`src/rtl/mux_pipe_stage.sv`:
```
// mux_pipe_stage: selects one of NSRC packed sources per beat and registers it
// behind a two-entry (output + skid) valid/ready stage with a registered in_ready.
module mux_pipe_stage #(
  parameter int WIDTH = 5,
  parameter int NSRC  = 4,
  parameter int SELW  = 2
) (
  input  logic                    clk,
  input  logic                    rst,
  input  logic                    flush,
  input  logic                    in_valid,
  output logic                    in_ready,
  input  logic [NSRC*WIDTH-1:0]   src,
  input  logic [SELW-1:0]         sel,
  output logic                    out_valid,
  input  logic                    out_ready,
  output logic [WIDTH-1:0]        result,
  output logic                    sel_err
);

  typedef enum logic [1:0] {
    EMPTY,
    ONE,
    TWO
  } state_t;

  state_t           state, state_nxt;
  logic [WIDTH-1:0] pick_data, skid_data;
  logic             pick_err, skid_err;
  logic             in_fire, out_fire;
  logic             load_out, load_skid, move_skid;

  assign in_fire  = in_valid && in_ready;
  assign out_fire = out_valid && out_ready;

  // Source selection; out-of-range select yields zero data with the error flag.
  always_comb begin
    pick_data = '0;
    pick_err  = 1'b1;
    for (int unsigned k = 0; k < NSRC; k++) begin
      if (sel == SELW'(k)) begin
        pick_data = src[k*WIDTH +: WIDTH];
        pick_err  = 1'b0;
      end
    end
  end

  // Next-state and entry load controls; flush overrides every transfer.
  always_comb begin
    state_nxt = state;
    load_out  = 1'b0;
    load_skid = 1'b0;
    move_skid = 1'b0;
    if (flush) begin
      state_nxt = EMPTY;
    end else begin
      case (state)
        EMPTY: begin
          if (in_fire) begin
            load_out  = 1'b1;
            state_nxt = ONE;
          end
        end
        ONE: begin
          if (in_fire && out_fire) begin
            load_out  = 1'b1;
          end else if (in_fire) begin
            load_skid = 1'b1;
            state_nxt = TWO;
          end else if (out_fire) begin
            state_nxt = EMPTY;
          end
        end
        TWO: begin
          if (out_fire) begin
            move_skid = 1'b1;
            state_nxt = ONE;
          end
        end
        default: state_nxt = EMPTY;
      endcase
    end
  end

  // State register with registered handshake outputs derived from the next state.
  always_ff @(posedge clk or posedge rst) begin
    if (rst) begin
      state     <= EMPTY;
      in_ready  <= 1'b1;
      out_valid <= 1'b0;
    end else begin
      state     <= state_nxt;
      in_ready  <= (state_nxt != TWO);
      out_valid <= (state_nxt != EMPTY);
    end
  end

  // Data/error storage; left untouched by flush so only the valid state clears.
  always_ff @(posedge clk or posedge rst) begin
    if (rst) begin
      result    <= '0;
      sel_err   <= 1'b0;
      skid_data <= '0;
      skid_err  <= 1'b0;
    end else begin
      if (load_out) begin
        result  <= pick_data;
        sel_err <= pick_err;
      end else if (move_skid) begin
        result  <= skid_data;
        sel_err <= skid_err;
      end
      if (load_skid) begin
        skid_data <= pick_data;
        skid_err  <= pick_err;
      end
    end
  end

endmodule

```
`config.mk`:
```
export PLATFORM = sky130hd
export DESIGN_NAME = mux_pipe_stage
export DESIGN_NICKNAME = d
export VERILOG_FILES = /design/src/rtl/mux_pipe_stage.sv
export SDC_FILE = /design/constraint.sdc
export NUM_CORES = 1
export LEC_CHECK = 0
export CAP_MARGIN = 15
export CORE_MARGIN = 8
export CORE_UTILIZATION = 43
export DETAILED_ROUTE_END_ITERATION = 6
export PLACE_DENSITY = 0.82
export SYNTH_ARGS = -nofsm -noshare
export SYNTH_HDL_FRONTEND = slang
export SYNTH_SLANG_ARGS = --single-unit
```
`constraint.sdc`:
```
create_clock -name clk -period 2.1 [get_ports clk]
set_clock_uncertainty 0.2 [all_clocks]
set_input_delay 0.42 -clock clk [delete_from_list [all_inputs] [get_ports clk]]
set_output_delay 0.42 -clock clk [all_outputs]
set_load 0.05 [all_outputs]
```
==> flow_metrics.env <==
export IMPL_p_leak_nw=0.5466
export IMPL_synth_compound_area_share_pct=13.66
export IMPL_hold_path_class="input pin to async pin"
export IMPL_routed_via_density=5.764
export IMPL_ir_drop_mv=0.3332
export IMPL_vias=807
export IMPL_grt_ovfl_total=0
export IMPL_setup_viol=0
export IMPL_design_area_sq_um=1314
export IMPL_path_clk_slew_ns=0.09
export IMPL_std_cell_rows=16
export IMPL_synthSimpleGateAreaFrac_pct=18.03
export IMPL_antenna_found_initial=0
export IMPL_crit_path_max_fanout=5
export IMPL_io_buffer_count=34
export IMPL_placed_area_sq_um=1287
export IMPL_initial_core_util_pct=46.21
export IMPL_cp_startpoint="sel[0]"
export IMPL_stdcell_count=140
export IMPL_cts_resized=0
export IMPL_timing_final_crit_share_pct=93.44
export IMPL_worstReg2RegEnd="skid_data[2]"
export IMPL_min_period_ns=1.962
export IMPL_wirelength_mm=2.311
export IMPL_endpoint="skid_data[2]"
export IMPL_muxShareOfSynthArea_pct=20.08
export IMPL_die_w_um=62.15
export IMPL_avgRoutedWirePerCell_um=16.51
export IMPL_synth_edf_count=0
export IMPL_fin_tns_setup_ns=0
export IMPL_cts_buffers=3
export IMPL_synth_fa_ha_area_share_pct=0
export IMPL_grt_pass1_vias=810
export IMPL_drc=0
export IMPL_yosys_register_bits=16
export IMPL_netlist_instances=75
export IMPL_crit_required_ns=2.08
export IMPL_die_h_um=62.15
export IMPL_pwr_share_seq_pct=44.9
export IMPL_syn2layout_area_growth_pct=43.44
export IMPL_maxCapViolCount=0
export IMPL_regToRegSetupSlack_ns=0.53
export IMPL_htree_levels=1
export IMPL_worst_slack_ns=0.1378
export IMPL_ant_nets=0
export IMPL_layout_commonest_cell="clkdlybuf4s50_1"
export IMPL_grt_max_degree=17
export IMPL_synth_avg_cell_area_sq_um=12.21
export IMPL_synthArstFlopShare_pct=100.0
export IMPL_hold_viol=0
export IMPL_ios=35
export IMPL_max_freq_ghz=0.5096
export IMPL_clkPwrFrac_pct=17.5
export IMPL_hpwl_mm=1.858
export IMPL_worst_pin_slew_ns=0.5960
export IMPL_cts_sinks=16
export IMPL_worstSetupPathType="input pin to register"
export IMPL_clkLatencyLatePin_ns=0.28
export IMPL_ys_seq_area_share_pct=43.85
export IMPL_reg2regPathDepth=3
export IMPL_final_cell_mix="26 x clkdlybuf4s50_1, 15 x dfrtp_1, 11 x buf_4"
export IMPL_n_antenna_cell=0
export IMPL_dpl_worst_slack_ns=-0.1906
export IMPL_synth_top_family_by_area="multiplexers"
export IMPL_design_core_area_sq_um=1982
export IMPL_ys_types=27
export IMPL_cts_setup_buffers=0
export IMPL_nets=141
export IMPL_slew_viol_final=0
export IMPL_power_total_mw=0.9623
export IMPL_gp_congestion=0.8411
export IMPL_root_buffer="clkbuf_4"
export IMPL_worstSetupStartpointType="input pin"
export IMPL_outcome="finished clean"
export IMPL_cts_tree="done"
export IMPL_rsz0062_at_grt="false"
export IMPL_final_layout_size_suffix_gt1_share_pct=22.12
export IMPL_internal_power_mw=0.6236
export IMPL_die_area_sq_um=3863
export IMPL_synth_nets=102
export IMPL_ys_warn_count=0
export IMPL_crit_path_end_kind="register"
export IMPL_clk_path_buf_depth=2
export IMPL_comb_power_share_pct=37.6
export IMPL_holdBufCountCts=0
export IMPL_netSwitchingFraction_pct=35.19
export IMPL_p_sw_mw=0.3387
export IMPL_syn_cell_area_sq_um=915.9
export IMPL_p_per_area_nw_per_um2=732.5
export IMPL_synth_xor_area_share_pct=0
export IMPL_grtUsageTotal_pct=11.65
export IMPL_drt_pass1_iterations=4
export IMPL_dp_cells=136
export IMPL_regToRegStartpoint="in_ready"
export IMPL_relSlewSlack_pct=60.23
export IMPL_synthFlopType="dfrtp_1"
export IMPL_drt_initial_drc_count=21
export IMPL_grt_pass1_wl_mm=3.705
export IMPL_critPathArrivalTime_ns=1.94
cell usage after synthesis (all sizes together), types with 2 or more instances:
master	instances	area (sq um)
a21boi	2	26.28
a21oi	3	15.01
a31oi	5	31.28
buf	3	21.27
dfrtp	15	375.4
inv	3	11.26
mux2	5	56.30
mux4	5	127.6
nand2	2	7.510
nand3	7	35.03
nand4b	3	41.29
nor3	5	25.02
o21ai	7	35.03
critical path, cell delays in order:
cell and delay [ns]:
clkdlybuf4s50_1 0.62, mux4_1 0.62, mux2_2 0.28
metrics by stage:
step                      hold WS (ns)  util, %
final                           0.2911    66.29
after CTS                       0.3043    66.29
after detailed placement        0.2934    64.96
after global routing            0.3313    66.29
after floorplan                 0.1330        -
after global placement          0.2702    64.96
logic make-up (layout without fill, tap and decap cells):
family | count (synthesis) | in the layout
DFF | 16 | 16
muxes | 10 | 10
buffers and inverters | 8 | 46
and+or+nand+nor | 22 | 22
AOI/OAI and AO/OA | 19 | 19
layer usage:
layer / track usage, % / share of wire (%)
met1: 12.67 / 38
met2: 19.53 / 51
met3: 5.018 / 10
met4: 4.373 / 1.0
met5: 0 / 0
power by group through the flow:
stage / combinational [mW] / sequential, mW / clock [mW]
6_report: 0.362 / 0.432 / 0.168
5_1_grt: 0.382 / 0.439 / 0.176
4_1_cts: 0.365 / 0.429 / 0.166
3_5_place_dp: 0.363 / 0.434 / 0
3_3_place_gp: 0.355 / 0.428 / 0
2_1_floorplan: 0.129 / 0.524 / 0
sequential cells by signal, indices dropped and copies added (netlist names):
register   count
state          2
sel_err        1
result         5
in_ready       1
skid_data      5
skid_err       1
out_valid      1
worst min-delay path by stage:
stage,end,cells after the start
floorplan,out_valid,1
global placement,skid_err,1
detailed placement,skid_data[1],1
CTS,skid_data[4],2
global route,skid_data[1],1
finish,skid_data[4],2
final cells by class:
class,instances,area [sq um]
tap,27,33.78
sequential,16,401.6
inverter,4,15.01
fill,154,668.1
multi-input combinational,51,474.2
clock buffer,4,26.28
timing repair buffer,38,362.8
(Power assumes the default switching activity.)
